File: src/rtl/pc_seq_unit.sv
// Program counter with relative branch, absolute load, call/return stack, stall and sticky stack-error flags.
// Optional breakpoint logic is compiled in when PC_BREAKPOINT_EN is defined.
module pc_seq_unit #(
  parameter int              PC_W      = 8,
  parameter int              OFF_W     = 8,
  parameter int              STK_DEPTH = 4,
  parameter logic [PC_W-1:0] RESET_VEC = '0
) (
  input  logic                         i_clk,
  input  logic                         i_rst,
  input  logic                         i_stall,
  input  logic                         i_pi,
  input  logic                         i_pl,
  input  logic                         i_pr,
  input  logic                         i_call,
  input  logic                         i_ret,
  input  logic                         i_flag_clr,
  input  logic [PC_W-1:0]              i_target,
  input  logic [OFF_W-1:0]             i_offset,
`ifdef PC_BREAKPOINT_EN
  input  logic [PC_W-1:0]              i_bp_addr,
  input  logic                         i_bp_en,
  input  logic                         i_bp_clr,
  output logic                         o_bp_hit,
`endif
  output logic [PC_W-1:0]              o_pc,
  output logic [$clog2(STK_DEPTH):0]   o_stk_cnt,
  output logic                         o_stk_full,
  output logic                         o_stk_empty,
  output logic                         o_ovf,
  output logic                         o_unf
);

  localparam int PTR_W = $clog2(STK_DEPTH);
  localparam int CNT_W = PTR_W + 1;

  logic [PC_W-1:0]  pc_q, pc_d;
  logic [CNT_W-1:0] cnt_q, cnt_d;
  logic             ovf_q, ovf_d;
  logic             unf_q, unf_d;
  logic [PC_W-1:0]  stk_q [STK_DEPTH];

  logic             push_en;
  logic             freeze;
  logic             stk_full, stk_empty;
  logic [PC_W-1:0]  pc_inc;
  logic [PC_W-1:0]  off_ext;
  logic [PTR_W-1:0] push_idx, top_idx;

  assign pc_inc    = pc_q + PC_W'(1);
  assign off_ext   = PC_W'($signed(i_offset));
  assign stk_full  = (cnt_q == CNT_W'(STK_DEPTH));
  assign stk_empty = (cnt_q == '0);
  assign push_idx  = PTR_W'(cnt_q);
  assign top_idx   = PTR_W'(cnt_q - CNT_W'(1));

`ifdef PC_BREAKPOINT_EN
  logic bp_hit_q, bp_hit_d;
  logic bp_sup_q, bp_sup_d;
  logic bp_match;

  // The matching cycle itself is frozen so the PC parks on the breakpoint address.
  assign bp_match = i_bp_en && (pc_q == i_bp_addr) && !bp_sup_q && !bp_hit_q;
  assign freeze   = i_stall | bp_hit_q | bp_match;

  always_comb begin
    bp_hit_d = bp_hit_q ? ~i_bp_clr : bp_match;
    bp_sup_d = bp_sup_q;
    if (bp_hit_q && i_bp_clr) begin
      bp_sup_d = 1'b1;
    end else if (pc_d != pc_q) begin
      bp_sup_d = 1'b0;
    end
  end

  always_ff @(posedge i_clk) begin
    if (i_rst) begin
      bp_hit_q <= 1'b0;
      bp_sup_q <= 1'b0;
    end else begin
      bp_hit_q <= bp_hit_d;
      bp_sup_q <= bp_sup_d;
    end
  end

  assign o_bp_hit = bp_hit_q;
`else
  assign freeze = i_stall;
`endif

  always_comb begin
    pc_d    = pc_q;
    cnt_d   = cnt_q;
    push_en = 1'b0;
    // Flag clear is honoured while frozen; a same-cycle error event overrides it.
    ovf_d   = ovf_q & ~i_flag_clr;
    unf_d   = unf_q & ~i_flag_clr;
    if (!freeze) begin
      if (i_ret) begin
        if (stk_empty) begin
          unf_d = 1'b1;
        end else begin
          pc_d  = stk_q[top_idx];
          cnt_d = cnt_q - CNT_W'(1);
        end
      end else if (i_call) begin
        if (stk_full) begin
          ovf_d = 1'b1;
        end else begin
          push_en = 1'b1;
          pc_d    = i_target;
          cnt_d   = cnt_q + CNT_W'(1);
        end
      end else if (i_pl) begin
        pc_d = i_target;
      end else if (i_pr) begin
        pc_d = pc_q + off_ext;
      end else if (i_pi) begin
        pc_d = pc_inc;
      end
    end
  end

  always_ff @(posedge i_clk) begin
    if (i_rst) begin
      pc_q  <= RESET_VEC;
      cnt_q <= '0;
      ovf_q <= 1'b0;
      unf_q <= 1'b0;
    end else begin
      pc_q  <= pc_d;
      cnt_q <= cnt_d;
      ovf_q <= ovf_d;
      unf_q <= unf_d;
    end
  end

  // Stack contents need no reset; only the count defines what is valid.
  always_ff @(posedge i_clk) begin
    if (!i_rst && push_en) begin
      stk_q[push_idx] <= pc_inc;
    end
  end

  assign o_pc        = pc_q;
  assign o_stk_cnt   = cnt_q;
  assign o_stk_full  = stk_full;
  assign o_stk_empty = stk_empty;
  assign o_ovf       = ovf_q;
  assign o_unf       = unf_q;

endmodule

File: config.mk
export PLATFORM = sky130hd
export DESIGN_NAME = pc_seq_unit
export DESIGN_NICKNAME = d
export VERILOG_FILES = /design/src/rtl/pc_seq_unit.sv
export SDC_FILE = /design/constraint.sdc
export NUM_CORES = 1
export LEC_CHECK = 0
export CAP_MARGIN = 20
export CORE_AREA = 2 2 59 116
export CTS_BUF_LIST = sky130_fd_sc_hd__clkbuf_8
export DETAILED_ROUTE_END_ITERATION = 10
export DIE_AREA = 0 0 61 118
export SETUP_SLACK_MARGIN = 0.3
export SLEW_MARGIN = 20
export SYNTH_ARGS = -nofsm -noshare
export SYNTH_HDL_FRONTEND = slang
export SYNTH_SLANG_ARGS = --single-unit
File: constraint.sdc
create_clock -name i_clk -period 3.3 [get_ports i_clk]
set_input_delay 0.33 -clock i_clk [delete_from_list [all_inputs] [get_ports i_clk]]
set_output_delay 0.33 -clock i_clk [all_outputs]
set_load 0.005 [all_outputs]
==> out/results.tsv, run 1 <==
metric	value	unit
finClkSkew	0.00658	ns
clockPowerShare	29.0	%
yosysMostFrequentCell	edfxtp_1	
seq_area	1220	µm²
cts_buffers	5	
post_cts_buffers	0	
required	3.27	ns
ios	40	
htree_levels	2	
synth_common_cells	32 x edfxtp_1, 19 x nor2_1, 14 x inv_1	
ys_ff_latch	45	
syn2layout_area_growth	23.0	%
synth_area	2560	µm²
synth_area_leaders	edfxtp_1 38%, dfxtp_1 10%, mux4_2 7.0%, ha_1 6.4%, nor2_1 2.8%	
ir_worst_vdd	0.000296	V
hold_path_class	flip-flop to flip-flop	
gp_congestion	0.866	
antenna_found_initial	0	
portBuffers	39	
ant_nets	0	
root_buffer	clkbuf_8	
max_freq	417	MHz
setup-tns-final	0	ns
power.switching	0.415	mW
post_cts_resized	0	
final_nets	301	
combPwrFrac	25.7	%
overflow	0	
drv_cap	0	
multi_input_area	1230	µm²
synthArstFlopShare	0	%
cts.clk_slew.worst_paths	0.09	ns
ys_types	51	
dp_slack	0.689	ns
powerDensity	467	nW/µm²
crit_fanout	12	
avgSynthCellArea	11.6	µm²
n_fill_cell	591	
arrival	2.37	ns
post-place-cells	341	
grt_pass1_wl	9670	µm
die_h	118	µm
postCtsHoldBufs	0	
syn_nets	260	
num_vias	1864	
grt_max_degree	18	
dieArea	7200	µm²
drive_above_1_share	11.4	%
drc	0	
fin_crit	2.40	ns
critPathLaunchType	flip-flop	
wl	6060	µm
dr.pass1.iters	4	
run_status	finished clean	
cts_buffer_depth	2	
p_int	1.05	mW
final.period_utilization	72.7	%
setup_viol	0	
synth_top_area_cell	edfxtp_1	
clk_latency	0.31	ns
design_area	3150	µm²
start_util	40.5	%
final_max_slew_viol_count	0	
drtIter0Drc	87	
synth_top_area_share	37.6	%
fin_cells	349	
grt_use_total	18.6	%
dp_hpwl	4840	µm
core.rowCount	41	
holdWs	0.496	ns
seqPwrFrac	45.3	%
wl_per_cell	17.4	µm
syn_inst	221	
power.share.switching	28.3	%
hold_viol	0	
diodes	0	
crit_path_end_kind	flip-flop	
rsz0062_at_grt	false	
clkSinkCount	45	
leakage	1.10	nW
tightest_slew	0.873	ns
fp.dieW	61	µm
slew_headroom	41.6	%
yosys_most_used_dff	edfxtp_1	
vias_per_cell	5.34	
crit_type	flip-flop to flip-flop	
grt_pass1_vias	1998	
yosysWarnings	0	
setup_slack	0.903	ns
fp.coreArea	6310	µm²
tritoncts	built	
synth_edf_count	32	
yosysSeqAreaShare	47.7	%
placed_area	3030	µm²
## routing by layer
layer	wire (µm)	global-route usage [%]
met5	0	0
met1	2120	17.7
met3	134	2.64
met4	234	9.78
met2	3570	34.9
## layout make-up
cell class              count  area share [%]
clock buffers               5            2.19
clock inverters             3            1.39
inverters                  14            1.67
multi-input cells         153            39.2
flip-flops and latches     45            38.8
well taps                  86            3.42
repair buffers             43            13.4
## state kept, by name (all words and copies together), names as in the netlist
register,count
o_unf,1
stk_q,32
o_stk_cnt,3
o_ovf,1
o_pc,8
## cells in the final DEF (no fill, tap or decap), drive strengths merged, types with 3 or more instances in the layout
cell | netlist | layout
nor3 | 3 | 3
o21a | 3 | 3
mux4 | 8 | 8
ha | 13 | 13
buf | 4 | 4
o31ai | 3 | 3
nand2 | 7 | 7
xnor2 | 8 | 8
mux2i | 3 | 3
nand3 | 4 | 4
a21oi | 10 | 10
clkbuf | 5 | 5
o211ai | 3 | 3
clkdlybuf4s50 | 0 | 39
edfxtp | 32 | 32
nor2 | 19 | 19
nor2b | 5 | 5
or4 | 4 | 4
and2 | 6 | 6
o21ai | 12 | 12
a211oi | 9 | 9
inv | 14 | 15
nand4 | 3 | 3
dfxtp | 13 | 13
## metrics by stage
step	utilization [%]	total power, mW
after global routing	49.9	1.55
after CTS	49.9	1.48
after global placement	48.1	1.06
after floorplan	-	0.914
after detailed placement	48.1	1.06
final	49.9	1.47
## path summary, 6_finish.rpt
path | start | endpoint | slack (ns) | cells past startpoint
setup / recovery | o_stk_cnt[0] | stk_q[2][7] | 0.90 | 6
hold / removal | o_ovf | o_ovf | 0.50 | 1
setup reg to reg | o_stk_cnt[0] | stk_q[2][7] | 0.90 | 6
hold reg to reg | o_ovf | o_ovf | 0.50 | 1
## power by group through the flow
stage / Combinational (mW) / Sequential, mW / Clock (mW)
final: 0.378 / 0.665 / 0.425
after global routing: 0.417 / 0.669 / 0.463
after CTS: 0.383 / 0.666 / 0.436
after detailed placement: 0.381 / 0.679 / 0
after global placement: 0.380 / 0.679 / 0
after floorplan: 0.241 / 0.673 / 0
## kinds of logic after synthesis
group                      share of synthesized area (%)
xor gates and xnor gates                            3.42
adders and majority gates                           7.14
AOI/OAI and AO/OA                                   15.4
buffers and inverters                               4.06
muxes                                               8.66
and+or+nand+nor                                     13.6
DFF                                                 47.7
## critical path: stages (launching register included)
cell	delay, ns
dfxtp_1	0.32
buf_4	0.22
inv_1	0.13
ha_1	0.29
and2_1	0.23
nor4_1	0.43
and2_1	0.43
Power figures use the tool's default switching activity.
==> run 2: changes to the inputs <==
Clock period 3.3 ns to 2.3 ns, I/O delays scaled along.
==> run 2 against run 1 <==
Effect of this change: non-clock buffer count increased by 12; critical path type is now input pin to flip-flop; cell area increased by 5.7%; hold slack got worse by 0.0028 ns.
==> out/results.tsv, run 2 (synthesis gave the netlist of run 1 again) <==
metric	value	unit	change
seqPwrFrac	43.3	%	-2.0 points
n_fill_cell	573		-3.0%
cts_buffers	5		unchanged
power.switching	0.613	mW	+48%
ir_worst_vdd	0.000471	V	+59%
rsz0062_at_grt	false		
dr.pass1.iters	5		+1
die_h	118	µm	unchanged
ant_nets	0		unchanged
power.share.switching	28.0	%	-0.23 points
wl	6120	µm	+0.92%
num_vias	1925		+3.3%
max_freq	525	MHz	
fp.dieW	61	µm	unchanged
overflow	0		unchanged
drc	0		unchanged
dp_hpwl	4750	µm	-1.8%
final_max_slew_viol_count	0		unchanged
required	2.50	ns	-0.77 ns
ios	40		unchanged
setup_slack	0.395	ns	-0.508 ns
seq_area	1230	µm²	+0.51%
final_nets	313		+4.0%
final.period_utilization	82.8	%	
start_util	40.5	%	unchanged
crit_chain	clkdlybuf4s50_1 > ha_1 > a211o_1 > a21oi_2 > mux2_1 > a311oi_2 > o32ai_2		
postCtsHoldBufs	0		unchanged
arrival	2.10	ns	-0.27 ns
grt_max_degree	20		+2
dieArea	7200	µm²	unchanged
combPwrFrac	28.6	%	+2.9 points
grt_use_total	18.9	%	+0.27 points
multi_input_area	1320	µm²	+6.8%
p_int	1.57	mW	+49%
htree_levels	2		unchanged
root_buffer	clkbuf_8		
setup_viol	0		unchanged
clk_latency	0.31	ns	about the same
max_stage_delay	0.43	ns	about the same
fin_crit	1.91	ns	
critPathLaunchType	input pin		
cp_slowest_cell	clkdlybuf4s50_1		
wl_per_cell	16.9	µm	-2.4%
top_register	stk_q		
dp_slack	0.00974	ns	-0.679 ns
portBuffers	39		unchanged
largest_reg_flops	32		unchanged
slew_headroom	70.6	%	+29 points
tightest_slew	0.438	ns	-0.435 ns
grt_pass1_wl	9870	µm	+2.1%
hold_viol	0		unchanged
gp_congestion	0.784		-9.4%
clkSinkCount	45		unchanged
tritoncts	built		
fp.coreArea	6310	µm²	unchanged
crit_fanout	2		-10
grt_pass1_vias	1973		-1.3%
drive_above_1_share	24.0	%	+13 points
cts_buffer_depth	2		unchanged
layout_common_cells	39 x clkdlybuf4s50_1, 32 x edfxtp_1, 19 x nor2_1, 16 x buf_4, 13 x inv_1		
finClkSkew	0.00598	ns	-0.000598 ns
powerDensity	657	nW/µm²	+41%
clockPowerShare	28.0	%	-1.0 points
diodes	0		unchanged
antenna_found_initial	0		unchanged
mostFrequentLayoutCell	clkdlybuf4s50_1		
leakage	1.17	nW	+6.5%
run_status	finished clean		
setup-tns-final	0	ns	unchanged
core.rowCount	41		unchanged
drtIter0Drc	70		-20%
drv_cap	0		unchanged
syn2layout_area_growth	30.1	%	
cts.clk_slew.worst_paths	0.09	ns	about the same
crit_type	input pin to flip-flop		
hold_path_class	flip-flop to flip-flop		
vias_per_cell	5.33		-0.16%
crit_path_end_kind	flip-flop		
==> run 2: through the flow <==
step	hold WS [ns]	std cells	cell area, µm²	utilization, %	total power [mW]
2_1_floorplan	0.430	221	2570	-	1.32
3_3_place_gp	0.470	349	3110	49.2	1.54
3_5_place_dp	0.474	349	3110	49.2	1.55
4_1_cts	0.495	357	3230	51.1	2.17
5_1_grt	0.512	361	3330	52.7	2.31
6_report	0.493	361	3330	52.7	2.19
==> run 2: timing repair <==
item                       CTS  global route
setup endpoints to repair   25            39
pin swaps                    0             7
resized for setup            3            21
setup buffers                0             4
==> run 2: area by class of cell <==
cell class,count,area share [%]
clock buffers,5,2.07
clock inverters,3,1.32
inverters,14,1.58
multi-input cells,153,39.6
flip-flops and latches,45,36.9
well taps,86,3.23
repair buffers,55,15.3
==> run 2: final timing paths <==
| path | start | end | slack, ns | depth (start not counted) |
|---|---|---|---|---|
| max | i_offset[1] | o_pc[5] | 0.39 | 7 |
| min | o_ovf | o_ovf | 0.49 | 1 |
| max reg2reg | o_pc[0] | o_pc[6] | 0.42 | 8 |
| min reg2reg | o_ovf | o_ovf | 0.49 | 1 |
==> run 2: worst max-delay path: cells and delay by family <==
family          cells  cell delay, ns
compound gates      4            0.81
fa+ha+maj           1            0.30
buf+inv             1            0.43
mux                 1            0.34
==> run 2: power groups by stage <==
stage | sequential [mW] | clock (mW) | combinational [mW]
global placement | 0.963 | 0 | 0.574
floorplan | 0.966 | 0 | 0.350
global route | 0.953 | 0.663 | 0.692
CTS | 0.946 | 0.639 | 0.589
finish | 0.947 | 0.613 | 0.626
detailed placement | 0.964 | 0 | 0.582
==> run 2: routing by layer <==
layer  global-route usage [%]  vias to the layer above  share of wire (%)
met5                        0                        -                  0
met4                     9.78                        0                3.2
met3                     2.75                        8                2.6
met2                     33.5                       44                 56
met1                     20.1                      929                 38
li1                         -                      944                  -
==> run 3: changes to the inputs <==
Clock period 2.3 ns to 1.8 ns, I/O delays scaled along.
==> run 3 against run 2 <==
Effect of this change: the run now ends with setup timing left; via count rose by 12%; routed wire length is 8.3% higher; worst setup slack worse by 0.44 ns; sequential share of layout area down 5.4 points; clock skew increased by 0.0057 ns; flip-flop and latch count unchanged; highest routed layer unchanged; combinational power grew 81%; largest cell class unchanged.
==> out/results.tsv, run 3 (synthesis gave the netlist of run 1 again) <==
metric	value	unit	change
combPwrFrac	38.2	%	+9.6 points
wl_per_cell	15.8	µm	-6.7%
postCtsHoldBufs	0		unchanged
die_h	118	µm	unchanged
layout_common_cells	61 x buf_4, 32 x edfxtp_1, 27 x clkdlybuf4s50_1, 19 x nor2_1, 11 x inv_1		
p_int	2.10	mW	+33%
top_register	stk_q		
grt_max_degree	15		-25%
drc	0		unchanged
dieArea	7200	µm²	unchanged
n_fill_cell	534		-6.8%
dp_slack	-0.436	ns	-0.445 ns
overflow	0		unchanged
final.period_utilization	102	%	
cts.clk_slew.worst_paths	0.09	ns	about the same
largest_reg_flops	32		unchanged
fin_crit	1.84	ns	
violations	setup timing		
max_freq	542	MHz	
cts_buffer_depth	2		unchanged
fin_util	62.5	%	+9.8 points
final_max_slew_viol_count	0		unchanged
drive_above_1_share	44.7	%	+21 points
leakage	1.54	nW	+31%
htree_levels	2		unchanged
grt_use_total	20.1	%	+1.2 points
crit_type	flip-flop to flip-flop		
power.switching	0.861	mW	+41%
arrival	2.10	ns	about the same
ios	40		unchanged
power.share.switching	29.1	%	+1.1 points
setup_viol	1		+1
start_util	40.5	%	unchanged
mostFrequentLayoutCell	buf_4		
tightest_slew	0.362	ns	-0.0764 ns
seq_area	1240	µm²	+1.1%
ant_nets	0		unchanged
setup_slack	-0.0439	ns	-0.439 ns
grt_pass1_vias	2322		+18%
run_status	finished, violations left		
final_nets	371		+19%
hold_path_class	input pin to flip-flop		
antenna_found_initial	0		unchanged
multi_input_area	1440	µm²	+9.0%
ir_worst_vdd	0.000699	V	+48%
critPathLaunchType	flip-flop		
clkSinkCount	45		unchanged
drtIter0Drc	90		+29%
seqPwrFrac	40.9	%	-2.4 points
syn2layout_area_growth	54.3	%	
tritoncts	built		
finClkSkew	0.0116	ns	+0.00567 ns
fp.dieW	61	µm	unchanged
hold_viol	0		unchanged
wl	6620	µm	+8.3%
num_vias	2153		+12%
dr.pass1.iters	4		-1
fin_cells	419		+16%
cts_buffers	5		unchanged
portBuffers	39		unchanged
power.total	2.96	mW	+35%
required	2.06	ns	-0.44 ns
powerDensity	750	nW/µm²	+14%
fp.coreArea	6310	µm²	unchanged
grt_pass1_wl	10700	µm	+8.1%
diodes	0		unchanged
gp_congestion	0.909		+16%
crit_fanout	3		+1
setup-tns-final	-0.0439	ns	-0.0439 ns
root_buffer	clkbuf_8		
clk_latency	0.31	ns	about the same
crit_path_end_kind	flip-flop		
post-place-cells	386		+11%
drv_cap	0		unchanged
slew_headroom	75.8	%	+5.2 points
rsz0062_at_grt	true		
dp_hpwl	4940	µm	+4.0%
vias_per_cell	5.14		-3.6%
clockPowerShare	20.9	%	-7.1 points
core.rowCount	41		unchanged
## run 3: cell type report
| type | count | share of cell area, % |
|---|---|---|
| clock buffers | 5 | 1.74 |
| well taps | 86 | 2.73 |
| flip-flops and latches | 45 | 31.5 |
| repair buffers | 113 | 25.7 |
| multi-input cells | 153 | 36.4 |
| clock inverters | 3 | 0.476 |
| inverters | 14 | 1.52 |
## run 3: power by group through the flow
stage | Sequential [mW] | Clock [mW] | Combinational [mW]
2_1_floorplan | 1.24 | 0 | 0.492
3_3_place_gp | 1.23 | 0 | 0.921
3_5_place_dp | 1.23 | 0 | 0.924
4_1_cts | 1.21 | 0.655 | 1.09
5_1_grt | 1.22 | 0.692 | 1.23
6_report | 1.21 | 0.619 | 1.13
## run 3: repair_timing
action / CTS / global route
setup endpoints to repair: 57 / 51
setup buffers: 22 / 3
resized for setup: 56 / 15
pin swaps: 19 / 8
## run 3: worst paths after layout
| kind | start | endpoint | slack, ns | depth (start not counted) |
|---|---|---|---|---|
| setup reg to reg | o_pc[0] | o_pc[6] | -0.04 | 8 |
| hold reg to reg | o_ovf | o_ovf | 0.49 | 1 |
| setup / recovery | o_pc[0] | o_pc[6] | -0.04 | 8 |
| hold / removal | i_call | o_pc[7] | 0.44 | 4 |
## run 3: per-stage QoR
step	instance area [µm²]	hold WS (ns)
6_report	3950	0.440
5_1_grt	3950	0.485
4_1_cts	3870	0.432
3_5_place_dp	3460	0.464
3_3_place_gp	3460	0.461
2_1_floorplan	2680	0.376
## run 3: critical path, stage by stage (launching register included)
cell and delay (ns):
dfxtp_4 0.36, ha_4 0.16, inv_2 0.05, fa_2 0.21, nor2b_2 0.05, o31a_1 0.27, or4_1 0.42, nand4_1 0.12
a32o_1 0.15
## run 3: layer usage
metal / routed length, µm / global-route usage (%) / vias up / share of wire (%)
met2: 3820 / 37.1 / 37 / 58
met1: 2430 / 20.3 / 1042 / 37
met3: 135 / 2.97 / 12 / 2.0
li1: - / - / 1062 / -
met5: 0 / 0 / - / 0
met4: 235 / 9.65 / 0 / 3.5
==> variant 1 (settings of run 3) <==
Register the output `o_ovf` once more, cleared by the reset; this adds one clock of latency there. The other outputs are not delayed to match.
--- a/src/rtl/pc_seq_unit.sv
+++ b/src/rtl/pc_seq_unit.sv
@@ -147,5 +147,11 @@
   assign o_stk_full  = stk_full;
   assign o_stk_empty = stk_empty;
-  assign o_ovf       = ovf_q;
+  always_ff @(posedge i_clk) begin
+    if (i_rst) begin
+      o_ovf <= '0;
+    end else begin
+      o_ovf <= ovf_q;
+    end
+  end
   assign o_unf       = unf_q;
 
Check against the original RTL: not equivalent (a bounded check fails within 10 cycles, from zero or initial values and one cycle with i_rst high).
==> variant 1 against run 3 <==
The run still ends with setup timing left. Final area shrank 2.7%. Setup slack gained 0.027 ns. First-iteration DRC count shrank 31%. Wire length grew 1.4%. Synthesized area shrank 0.68%. Non-clock buffer count shrank 21. Maximum frequency grew 1.5%. Utilization shrank 1.7 points. Critical path depth is the same. Sequential cell count grew 1. Die area is the same. Global-route usage grew 0.23 points. Total power shrank 1.0%. Largest cell class unchanged. Highest routed layer unchanged.
==> variant 1: results (changes against run 3) <==
- Worst EP arrival: 2.03 ns (-0.07 ns)
- HPWL after DPL: 5113 µm (+3.4%)
- Final setup viols: 1 (unchanged)
- Synth top area cells: edfxtp_1 38%, dfxtp_1 11%, mux4_2 7.1%, ha_1 6.4%, a211oi_1 3.5%
- P_leak: 1.578 nW (+2.6%)
- First-pass GRT wire length: 10630 µm (-0.45%)
- Worst Skew: 0.007864 ns (-0.003780 ns)
- Hold worst-path end: o_unf$_SDFF_PP0_
- Vias per cell: 5.182 (+0.84%)
- Hold WS: 0.3811 ns (-0.05935 ns)
- CTS root buf: clkbuf_8
- Seq/Total Area, Yosys: 48.87% (+1.1 points)
- Hold_sp: i_ret
- Post-synth top cells: 32 x edfxtp_1, 23 x nor2_1, 15 x inv_1
- Status: finished, violations left
- GP Congestion: 0.8008 (-12%)
- Pin count of the biggest net entering global routing: 17 (+2)
- Post-Syn Nets: 258 (-0.77%)
- GRT Total Usage: 20.32% (+0.23 points)
- Post-layout net count: 348 (-6.2%)
- Reg2reg end: o_pc[4]$_SDFFE_PP0P_
- Fin worst setup slack: -0.01711 ns (+0.02678 ns)
- Starting DRC count in detailed routing: 62 (-31%)
- Violated checks: setup timing
- Layout cell share with drive strength beyond 1: 40.32% (-4.4 points)
- Worst Setup SP: o_pc[0]$_SDFFE_PP0P_
- WHS Path Cells: 3 (-1)
- Critical-path top delay cell: fa_2
- Netlist cell types: 47 (-7.8%)
- Drt wl/cell: 16.96 µm (+7.3%)
- Number of global-route vias before repair: 2219 (-4.4%)
- Slew @ Worst Pin: 0.4956 ns (+0.1338 ns)
- Worst VDD drop: 0.5810 mV (-17%)
==> variant 1: power by group <==
| group | switching [mW] | internal [mW] |
|---|---|---|
| clock | 0.390 | 0.281 |
| combinational | 0.462 | 0.568 |
| sequential | 0.0347 | 1.19 |
==> variant 1: area by class of cell <==
class                           instances  area (µm²)
Inverter                               15       63.81
Clock buffer                            5       68.82
Tap cell                               86       107.6
Sequential cell                        46        1260
Multi-Input combinational cell        149        1426
Clock inverter                          3       22.52
Timing Repair Buffer                   92       892.1
Fill cell                             547        2469
==> variant 1: worst max-delay path by stage <==
stage	end	slack (ns)	depth (start not counted)
after floorplan	o_stk_cnt[2]$_SDFFE_PP0P_	-0.07	8
after global placement	o_pc[4]$_SDFFE_PP0P_	-0.34	9
after detailed placement	o_pc[4]$_SDFFE_PP0P_	-0.39	9
after CTS	o_pc[4]$_SDFFE_PP0P_	0.003	8
after global routing	o_pc[4]$_SDFFE_PP0P_	-0.13	8
final	o_pc[4]$_SDFFE_PP0P_	-0.02	8
==> variant 1: worst register-to-register path, stage by stage (launching register included) <==
cell	delay, ns
dfxtp_4	0.37
ha_4	0.13
inv_2	0.04
fa_2	0.38
nor2b_4	0.15
o22ai_2	0.08
xnor2_1	0.16
a21oi_1	0.08
o41ai_1	0.33
==> variant 1: repair_timing <==
item                                    CTS  global route
pin swaps                                19             9
endpoints found under the setup margin   41            50
cloned                                    1             0
resized for setup                        45            22
setup buffers                             8             0
==> variant 1: kinds of logic after synthesis <==
family	count (synthesis)	share of synthesized area [%]
muxes	13	9.064
adders and majority gates	14	7.192
buffers and inverters	24	3.743
AOI/OAI and AO/OA	47	13.60
and+or+nand+nor	63	13.40
DFF	46	48.87
xor gates and xnor gates	12	4.138
==> variant 1: through the flow <==
stage	cells	setup TNS (ns)	area [µm²]	util, %	setup WS (ns)
after floorplan	219	-0.07034	2621	-	-0.07034
final	396	-0.01711	3841	60.88	-0.01711
after global placement	379	-5.339	3423	54.25	-0.3424
after CTS	396	0	3767	59.71	0.003043
after global routing	396	-0.1920	3841	60.88	-0.1252
after detailed placement	379	-5.255	3423	54.25	-0.3923
==> variant 1: per-layer routing <==
| layer | wire length (µm) | vias up | GRT usage, % |
|---|---|---|---|
| met2 | 4015 | 32 | 38.51 |
| li1 | - | 1005 | - |
| met3 | 150 | 12 | 3.736 |
| met1 | 2379 | 1003 | 19.67 |
| met5 | 0 | - | 0 |
| met4 | 173 | 0 | 8.560 |
==> variant 2 (flow settings as in run 3) <==
Without the edit above. The option `PC_BREAKPOINT_EN` is turned on by a define.
--- a/src/rtl/pc_seq_unit.sv
+++ b/src/rtl/pc_seq_unit.sv
@@ -1,4 +1,6 @@
 // Program counter with relative branch, absolute load, call/return stack, stall and sticky stack-error flags.
 // Optional breakpoint logic is compiled in when PC_BREAKPOINT_EN is defined.
+`define PC_BREAKPOINT_EN
+
 module pc_seq_unit #(
   parameter int              PC_W      = 8,
Ports: changed (added i_bp_addr, i_bp_clr, i_bp_en and o_bp_hit); port bits go from 40 to 51. The function was not compared with the original's and may differ.
==> variant 2 against run 3 <==
The run still ends with setup timing left. Sequential share of layout area decreased by 6.1 points. Synthesized area is 27% higher. Global-route usage increased by 11 points. Final area rose by 29%. Maximum frequency down 30%. Setup slack worse by 0.81 ns. Wire length increased by 57%. Total power grew 18%. Sequential cell count up 2.
==> variant 2: results (changes against run 3) <==
- Status: finished, violations left
- Violated checks: setup timing
- Hold worst-path end: bp_sup_q$_SDFFE_PP0P_
- Crit Path Max Fanout: 2 (-1)
- Netlist cell types: 63 (+24%)
- Fin worst setup slack: -0.8506 ns (-0.8067 ns)
- Switch Pwr: 1.077 mW (+25%)
- GR met1 Demand/Resource: 30.63% (+10 points)
- Critical-path top delay cell: or4_4
- Vias: 3100 (+44%)
- Starting DRC count in detailed routing: 177 (+97%)
- WL met1: 3546 µm (+46%)
- Post-layout net count: 516 (+39%)
- Vias per cell: 5.596 (+8.9%)
- CP peak stage delay: 0.55 ns (+0.13 ns)
- Hold WS: 0.4676 ns (+0.02720 ns)
- WL final: 10390 µm (+57%)
- Number of global-route vias before repair: 3320 (+43%)
- Placed Area: 4453 µm² (+29%)
- Final setup viols: 45 (+44)
- PortBufs: 50 (+28%)
- Reg2reg end: bp_sup_q$_SDFFE_PP0P_
- Relative slew slack: 71.34% (-4.4 points)
- P_leak: 2.035 nW (+32%)
- Post-Place Worst Slack: -1.196 ns (-0.7598 ns)
- HPWL after DPL: 7557 µm (+53%)
- Post-synth top cells: 32 x edfxtp_1, 32 x nor2_1, 30 x nand2_1
- Hold_sp: i_bp_clr
- Synth top area cells: edfxtp_1 30%, dfxtp_1 9.3%, mux4_2 5.6%, ha_1 5.0%, xnor2_1 4.3%
- Fin Setup TNS: -10.49 ns (-10.44 ns)
==> variant 2: changes by cell type after synthesis, moves of 4 or more <==
cell / delta
mux2i_1: +6
a31oi_1: +6
a21oi_1: +9
buf_2: +6
clkbuf_1: +4
nand3_1: +6
nor2_1: +13
inv_1: -7
xnor2_1: +8
nor3_1: +4
nand2_1: +23
nand2b_1: +7
xor2_1: +9
==> variant 2: cells by family after synthesis <==
kind of cell    count (synthesis)  share of synthesized area, %
simple gates                  118                         18.98
compound gates                 69                         14.26
flops                          47                         38.96
buf+inv                        33                         5.141
xor+xnor                       29                         8.311
mux                            18                         8.697
fa+ha+maj                      14                         5.644
==> variant 2: cell type report <==
cell class	count	area [µm²]	share of cell area, %
Tap cell	86	107.6	2.120
Clock inverter	3	43.79	0.8629
Multi-Input combinational cell	248	2100	41.37
Inverter	9	46.29	0.9122
Timing Repair Buffer	156	1423	28.03
Clock buffer	5	68.82	1.356
Sequential cell	47	1286	25.35
==> variant 2: power by group through the flow <==
stage	logic (mW)	registers (mW)	clock network (mW)
6_report	1.46	1.24	0.782
5_1_grt	1.57	1.24	0.823
4_1_cts	1.41	1.24	0.792
3_5_place_dp	1.23	1.26	0
3_3_place_gp	1.21	1.25	0
2_1_floorplan	0.705	1.26	0
==> variant 2: timing repair <==
action / in CTS / in global routing
pin swaps: 13 / 5
resized for setup: 66 / 22
buffers inserted: 22 / 3
endpoints found under the setup margin: 79 / 78
cloned: 1 / 0
==> variant 2: worst reg2reg max path: stages, from the launching register on <==
cell and delay (ns):
dfxtp_4 0.37, ha_4 0.17, fa_2 0.38, a211oi_4 0.26
nor2_1 0.08, xor2_1 0.14, nor2_1 0.06, or4_4 0.55
a2111oi_4 0.32, a41oi_2 0.16, a21oi_1 0.12
